--- src/rtl/alu_pkg.sv ---
// Shared constants for the ALU issue controller: ALU op codes, RISC-V
// opcodes handled by the block, FSM state encoding and a branch helper.
package alu_pkg;

  localparam int XLEN_DEF = 32;

  // 4-bit op codes understood by the Alu
  localparam logic [3:0] ALU_AND   = 4'b0000;
  localparam logic [3:0] ALU_OR    = 4'b0001;
  localparam logic [3:0] ALU_SUM   = 4'b0010;
  localparam logic [3:0] ALU_EQUAL = 4'b0011;
  localparam logic [3:0] ALU_SLL   = 4'b0100;
  localparam logic [3:0] ALU_SRL   = 4'b0101;
  localparam logic [3:0] ALU_SRA   = 4'b0111;
  localparam logic [3:0] ALU_XOR   = 4'b1000;
  localparam logic [3:0] ALU_NOR   = 4'b1001;  // reserved, never issued
  localparam logic [3:0] ALU_SUB   = 4'b1010;
  localparam logic [3:0] ALU_GE    = 4'b1100;
  localparam logic [3:0] ALU_GEU   = 4'b1101;
  localparam logic [3:0] ALU_SLT   = 4'b1110;
  localparam logic [3:0] ALU_SLTU  = 4'b1111;

  // Major opcodes accepted by the block
  localparam logic [6:0] OPC_OP     = 7'b0110011;
  localparam logic [6:0] OPC_OP_IMM = 7'b0010011;
  localparam logic [6:0] OPC_BRANCH = 7'b1100011;

  typedef enum logic [1:0] {
    ST_IDLE = 2'b00,
    ST_EXEC = 2'b01,
    ST_DONE = 2'b10
  } state_t;

  // Branch decision from the Alu zero flag. The Alu produces a non-zero
  // result when the compared condition holds, so "taken" is normally ~zr;
  // BNE reuses EQUAL and therefore inverts the sense.
  function automatic logic branch_taken(input logic is_branch,
                                        input logic invert,
                                        input logic zr);
    logic t;
    t = invert ? zr : ~zr;
    return is_branch & t;
  endfunction

endpackage

--- src/rtl/alu_issue_decode.sv ---
// Combinational decode of opcode/funct3/funct7[5] into the Alu op code
// plus operand-select, branch and illegal flags.
module alu_issue_decode
  import alu_pkg::*;
(
  input  logic [6:0] opcode,
  input  logic [2:0] funct3,
  input  logic       funct7b5,
  output logic [3:0] alu_op,
  output logic       use_imm,
  output logic       is_branch,
  output logic       invert_taken,
  output logic       illegal
);

  // Shared R/I arithmetic mapping; alt selects SUB / SRA.
  function automatic logic [3:0] arith_op(input logic [2:0] f3, input logic alt);
    logic [3:0] op;
    case (f3)
      3'b000:  op = alt ? ALU_SUB : ALU_SUM;
      3'b001:  op = ALU_SLL;
      3'b010:  op = ALU_SLT;
      3'b011:  op = ALU_SLTU;
      3'b100:  op = ALU_XOR;
      3'b101:  op = alt ? ALU_SRA : ALU_SRL;
      3'b110:  op = ALU_OR;
      3'b111:  op = ALU_AND;
      default: op = ALU_AND;
    endcase
    return op;
  endfunction

  // Map instruction fields to Alu control; unknown encodings flag illegal.
  always_comb begin
    alu_op       = ALU_AND;
    use_imm      = 1'b0;
    is_branch    = 1'b0;
    invert_taken = 1'b0;
    illegal      = 1'b0;
    case (opcode)
      OPC_OP: begin
        alu_op = arith_op(funct3, funct7b5);
      end
      OPC_OP_IMM: begin
        use_imm = 1'b1;
        if (funct3 == 3'b000) begin
          alu_op = ALU_SUM;
        end else begin
          alu_op = arith_op(funct3, funct7b5);
        end
      end
      OPC_BRANCH: begin
        is_branch = 1'b1;
        case (funct3)
          3'b000:  alu_op = ALU_EQUAL;
          3'b001: begin
            alu_op       = ALU_EQUAL;
            invert_taken = 1'b1;
          end
          3'b100:  alu_op = ALU_SLT;
          3'b101:  alu_op = ALU_GE;
          3'b110:  alu_op = ALU_SLTU;
          3'b111:  alu_op = ALU_GEU;
          default: begin
            is_branch = 1'b0;
            illegal   = 1'b1;
          end
        endcase
      end
      default: illegal = 1'b1;
    endcase
  end

endmodule

--- src/rtl/alu_issue_ctrl.sv ---
// Issue controller in front of the combinational Alu: registers decoded
// operands, captures the Alu result one cycle later, resolves branches and
// presents the result over a valid/ready handshake.
// Optional feature macro: ALU_ISSUE_CTRL_PERF_EN (retired/taken counters).
module alu_issue_ctrl
  import alu_pkg::*;
#(
  parameter int XLEN = XLEN_DEF
) (
  input  logic            clk_i,
  input  logic            rst_n_i,
  input  logic            in_valid_i,
  output logic            in_ready_o,
  input  logic [6:0]      in_opcode_i,
  input  logic [2:0]      in_funct3_i,
  input  logic            in_funct7b5_i,
  input  logic [XLEN-1:0] in_rs1_i,
  input  logic [XLEN-1:0] in_rs2_i,
  input  logic [XLEN-1:0] in_imm_i,
  output logic [3:0]      ALU_OP_o,
  output logic [XLEN-1:0] ALU_RS1_o,
  output logic [XLEN-1:0] ALU_RS2_o,
  input  logic [XLEN-1:0] ALU_RD_i,
  input  logic            ALU_ZR_i,
  output logic            out_valid_o,
  input  logic            out_ready_i,
  output logic [XLEN-1:0] out_result_o,
  output logic            out_taken_o,
  output logic            out_illegal_o
`ifdef ALU_ISSUE_CTRL_PERF_EN
  ,
  output logic [31:0]     perf_issued_o,
  output logic [31:0]     perf_taken_o
`endif
);

  state_t            state_r, state_s;
  logic [3:0]        op_r, op_s;
  logic [XLEN-1:0]   rs1_r, rs1_s, rs2_r, rs2_s, res_r, res_s;
  logic              br_r, br_s, inv_r, inv_s;
  logic              valid_r, valid_s, taken_r, taken_s, ill_r, ill_s;
  logic              load_s;

  logic [3:0]        dec_op_s;
  logic              dec_imm_s, dec_br_s, dec_inv_s, dec_ill_s;

  alu_issue_decode u_decode (
    .opcode       (in_opcode_i),
    .funct3       (in_funct3_i),
    .funct7b5     (in_funct7b5_i),
    .alu_op       (dec_op_s),
    .use_imm      (dec_imm_s),
    .is_branch    (dec_br_s),
    .invert_taken (dec_inv_s),
    .illegal      (dec_ill_s)
  );

  assign in_ready_o    = (state_r == ST_IDLE) | ((state_r == ST_DONE) & out_ready_i);
  assign ALU_OP_o      = op_r;
  assign ALU_RS1_o     = rs1_r;
  assign ALU_RS2_o     = rs2_r;
  assign out_valid_o   = valid_r;
  assign out_result_o  = res_r;
  assign out_taken_o   = taken_r;
  assign out_illegal_o = ill_r;

  // Next-state and next-register values; defaults hold every register.
  always_comb begin
    state_s = state_r;
    op_s    = op_r;
    rs1_s   = rs1_r;
    rs2_s   = rs2_r;
    br_s    = br_r;
    inv_s   = inv_r;
    res_s   = res_r;
    valid_s = valid_r;
    taken_s = taken_r;
    ill_s   = ill_r;
    load_s  = 1'b0;
    case (state_r)
      ST_IDLE: load_s = in_valid_i;
      ST_EXEC: begin
        res_s   = ALU_RD_i;
        taken_s = branch_taken(br_r, inv_r, ALU_ZR_i);
        valid_s = 1'b1;
        state_s = ST_DONE;
      end
      ST_DONE: begin
        if (out_ready_i) begin
          valid_s = 1'b0;
          state_s = ST_IDLE;
          load_s  = in_valid_i;
        end else begin
          valid_s = 1'b1;
        end
      end
      default: state_s = ST_IDLE;
    endcase
    // A new instruction overrides the retire path above.
    if (load_s) begin
      if (dec_ill_s) begin
        res_s   = '0;
        taken_s = 1'b0;
        ill_s   = 1'b1;
        valid_s = 1'b1;
        state_s = ST_DONE;
      end else begin
        op_s    = dec_op_s;
        rs1_s   = in_rs1_i;
        rs2_s   = dec_imm_s ? in_imm_i : in_rs2_i;
        br_s    = dec_br_s;
        inv_s   = dec_inv_s;
        ill_s   = 1'b0;
        valid_s = 1'b0;
        state_s = ST_EXEC;
      end
    end else begin
      load_s = 1'b0;
    end
  end

  // State and datapath registers with synchronous active-low reset.
  always_ff @(posedge clk_i) begin
    if (!rst_n_i) begin
      state_r <= ST_IDLE;
      op_r    <= ALU_AND;
      rs1_r   <= '0;
      rs2_r   <= '0;
      br_r    <= 1'b0;
      inv_r   <= 1'b0;
      res_r   <= '0;
      valid_r <= 1'b0;
      taken_r <= 1'b0;
      ill_r   <= 1'b0;
    end else begin
      state_r <= state_s;
      op_r    <= op_s;
      rs1_r   <= rs1_s;
      rs2_r   <= rs2_s;
      br_r    <= br_s;
      inv_r   <= inv_s;
      res_r   <= res_s;
      valid_r <= valid_s;
      taken_r <= taken_s;
      ill_r   <= ill_s;
    end
  end

`ifdef ALU_ISSUE_CTRL_PERF_EN
  logic [31:0] issued_r, ptaken_r;
  logic        retire_s;

  assign retire_s      = valid_r & out_ready_i;
  assign perf_issued_o = issued_r;
  assign perf_taken_o  = ptaken_r;

  // Count retired legal results and retired taken branches (wrapping).
  always_ff @(posedge clk_i) begin
    if (!rst_n_i) begin
      issued_r <= 32'd0;
      ptaken_r <= 32'd0;
    end else begin
      if (retire_s & ~ill_r) begin
        issued_r <= issued_r + 32'd1;
      end else begin
        issued_r <= issued_r;
      end
      if (retire_s & taken_r) begin
        ptaken_r <= ptaken_r + 32'd1;
      end else begin
        ptaken_r <= ptaken_r;
      end
    end
  end
`else
  // Performance counters are not built in this configuration.
`endif

endmodule

--- config.mk ---
export PLATFORM = sky130hd
export DESIGN_NAME = alu_issue_ctrl
export DESIGN_NICKNAME = d
export VERILOG_FILES = /design/src/rtl/alu_pkg.sv /design/src/rtl/alu_issue_decode.sv /design/src/rtl/alu_issue_ctrl.sv
export SDC_FILE = /design/constraint.sdc
export NUM_CORES = 1
export LEC_CHECK = 0
export CORE_ASPECT_RATIO = 0.9
export CORE_MARGIN = 5
export CORE_UTILIZATION = 39
export DETAILED_ROUTE_END_ITERATION = 8
export GPL_TIMING_DRIVEN = 0
export HOLD_SLACK_MARGIN = 0.1
export PLACE_DENSITY = 0.81
export SETUP_SLACK_MARGIN = 0.3
export SLEW_MARGIN = 20
export SYNTH_ARGS = -nofsm -noshare
export SYNTH_HDL_FRONTEND = slang
export SYNTH_SLANG_ARGS = --single-unit
export TNS_END_PERCENT = 50
--- constraint.sdc ---
create_clock -name clk_i -period 2.7 [get_ports clk_i]
set_clock_uncertainty 0.05 [all_clocks]
set_input_delay 0.54 -clock clk_i [delete_from_list [all_inputs] [get_ports clk_i]]
set_output_delay 0.54 -clock clk_i [all_outputs]
set_load 0.05 [all_outputs]
==> out/results.tsv <==
metric	value	unit
worstHoldPathCells	2	
synth_ff_type	dfxtp_1	
routedWlPerCell	16.0	microns
postRouteAntennaNets	0	
die_h	111	microns
drt_iter0_drc	256	
slew_viol_final	0	
initial_core_util	0.402	
seq_area	0.00214	sq mm
rsz0062_at_grt	yes	
cts_tree	yes	
core-area	0.0109	sq mm
cts_buffers	9	
drtPass1Iterations	4	
yosysWarnings	0	
dieArea	0.0135	sq mm
cts.sink_count	107	
cp-end-kind	flip-flop	
fmax	423	MHz
hold_class	reg2reg	
cap_violations	0	
htreeDepth	3	
grt_max_degree	19	
crit_required	2.91	ns
syn-cell-area	0.00441	sq mm
holdPathEnd	ALU_RS1_o[21]	
drt_wl_total	14400	microns
nets	897	
antenna_found_initial	1	
antennaDiodeCount	0	
die_w	122	microns
placed_area	0.00706	sq mm
setup_viol_count_final	0	
hp-start	ALU_RS1_o[21]	
slew_headroom	0.539	
ir_drop	0.327	mV
outcome	finished clean	
drive_gt1_frac	0.0759	
p_leak	2.78	nW
yosysSeqAreaShare	0.486	
first_global_vias	4564	
grt_pass1_wl	22400	microns
syn_area_per_cell	9.05	sq um
syn_inst	487	
clock_path_buffers	2	
port_buffers	246	
path_max_fanout	10	
synthAdderAreaFrac	0.0199	
dpl.hpwl	11400	microns
fp-row-count	36	
clk_pin_slew	0.07	ns
fillerInstances	828	
multi_input_area	0.00212	sq mm
vias_per_cell	4.93	
synthSimpleGateAreaFrac	0.153	
synth_seq_cells	107	
tightest_slew	0.691	ns
finish.instance_area	0.00755	sq mm
p_per_area	457	mW/mm^2
critPathArrivalTime	2.58	ns
gp_congestion	0.918	
p_total	0.00345	W
period_share	0.876	
syn2layout_area_growth	71.4	%
synth_cell_type_count	40	
dr_total_vias	4450	
io_pins	248	
period_minus_slack	2.36	ns
synth_compound_area_frac	0.145	
grt_util_all_layers	0.205	
overflow	0	
cp-start-kind	primary input	
clkLatencyLatePin	0.34	ns
clockRootBuffer	clkbuf_16	
worstReg2RegStart	state_r[0]	
synth_top_family_by_area	simple AND/OR/NAND/NOR gates	
synth_xor_area_frac	0.00398	
timing.setup.tns	0	ns
async_flop_share	0	
critPathKind	in2reg	
drc	0	
finalHoldViolations	0	
reg2regPathDepth	8	
syn_nets	638	
synth_edf_count	0	
synth_mux_area_frac	0.145	
r2r_setup_slack	0.71	ns
hold_buffers	0	
r2r-end	out_result_o[19]	
## power breakdown
part | internal [W] | switching, W | total, W
logic | 0.000256 | 0.000191 | 0.000447
clock network | 0.000821 | 0.000587 | 0.00141
registers | 0.00159 | 0.00000701 | 0.00160
total | 0.00267 | 0.000786 | 0.00345
## worst max-delay path: stages
cell and delay [ns]:
dlygate4sd2_1 0.25, clkbuf_8 0.17, inv_1 0.09, ha_2 0.22
nand4bb_4 0.26, a2111oi_4 0.34, buf_4 0.20, buf_12 0.14
buf_6 0.14, nand2_1 0.08, a21oi_1 0.15
## cells in the mapped netlist (2+ instances only)
cell type / n / area, sq um
a2111oi_0: 2 / 17.5
a211oi_1: 34 / 255
a21oi_1: 44 / 220
a31oi_1: 5 / 31.3
buf_2: 14 / 70.1
buf_4: 4 / 30.0
clkbuf_1: 18 / 67.6
dfxtp_1: 107 / 2140
ha_1: 7 / 87.6
inv_1: 8 / 30.0
mux2i_1: 64 / 641
nand2_1: 68 / 255
nand2b_1: 2 / 12.5
nand3_1: 3 / 15.0
nor2_1: 73 / 274
nor3_1: 4 / 20.0
o21ai_0: 6 / 30.0
xnor2_1: 2 / 17.5
## state kept, by name, summed over array words and instances (netlist names)
name,count
inv_r,1
out_result_o,32
ALU_OP_o,4
out_taken_o,1
out_valid_o,1
state_r,2
ALU_RS1_o,32
out_illegal_o,1
ALU_RS2_o,32
br_r,1
## how the worst max path moves through the flow
stage / start / end / slack, ns / depth (start not counted)
2_1_floorplan: in_funct3_i[2] / ALU_RS1_o[25] / 0.33 / 9
3_3_place_gp: in_funct3_i[2] / ALU_RS2_o[19] / -0.61 / 9
3_5_place_dp: in_funct3_i[2] / ALU_RS2_o[20] / -0.65 / 9
4_1_cts: state_r[0] / in_ready_o / 0.23 / 5
5_1_grt: in_funct3_i[2] / ALU_RS1_o[28] / 0.23 / 11
6_report: in_funct3_i[2] / ALU_RS1_o[28] / 0.34 / 11
## placed cells by master, fill, tap and decap left out, types with 6 or more instances in the layout
| cell type | instances |
|---|---|
| a211oi_1 | 30 |
| a21oi_1 | 43 |
| buf_4 | 13 |
| clkbuf_1 | 13 |
| clkbuf_16 | 9 |
| clkdlybuf4s50_1 | 243 |
| dfxtp_1 | 107 |
| ha_1 | 6 |
| inv_1 | 8 |
| mux2i_1 | 64 |
| nand2_1 | 68 |
| nor2_1 | 73 |
| o21ai_0 | 6 |
## routing by layer
metal	track usage	share of wire	up-vias
met5	0	0.00090	-
met4	0.0620	0.017	2
met3	0.0719	0.092	21
met2	0.365	0.51	188
met1	0.228	0.38	2045
li1	-	-	2194
## final cells by class
type	count	area share
Sequential cell	107	0.284
Multi-Input combinational cell	334	0.281
Inverter	9	0.00447
Tap cell	152	0.0252
Buffer	37	0.0348
Clock inverter	7	0.0131
Clock buffer	9	0.0298
Timing Repair Buffer	248	0.328
## what timing repair did
action,in CTS,in global routing
endpoints found under the setup margin,105,67
setup buffers,2,0
pin swaps,1,0
gates resized for setup,31,20
## cells by family after synthesis
kind of cell	count (synthesis)
AND/OR/NAND/NOR	162
flip-flops	107
AO/OA/AOI/OAI	99
multiplexers	64
buffers and inverters	46
adder cells (fa/ha/maj)	7
XOR/XNOR	2
## metrics by stage
step | util | std cells | worst slack [ns] | hold WS, ns
2_1_floorplan | - | 487 | 0.326 | 0.382
3_3_place_gp | 0.645 | 885 | -0.607 | 0.393
3_5_place_dp | 0.645 | 885 | -0.646 | 0.397
4_1_cts | 0.684 | 903 | 0.229 | 0.407
5_1_grt | 0.690 | 903 | 0.227 | 0.421
6_report | 0.690 | 903 | 0.335 | 0.404
Note: power is estimated with default switching activity, not from simulation.
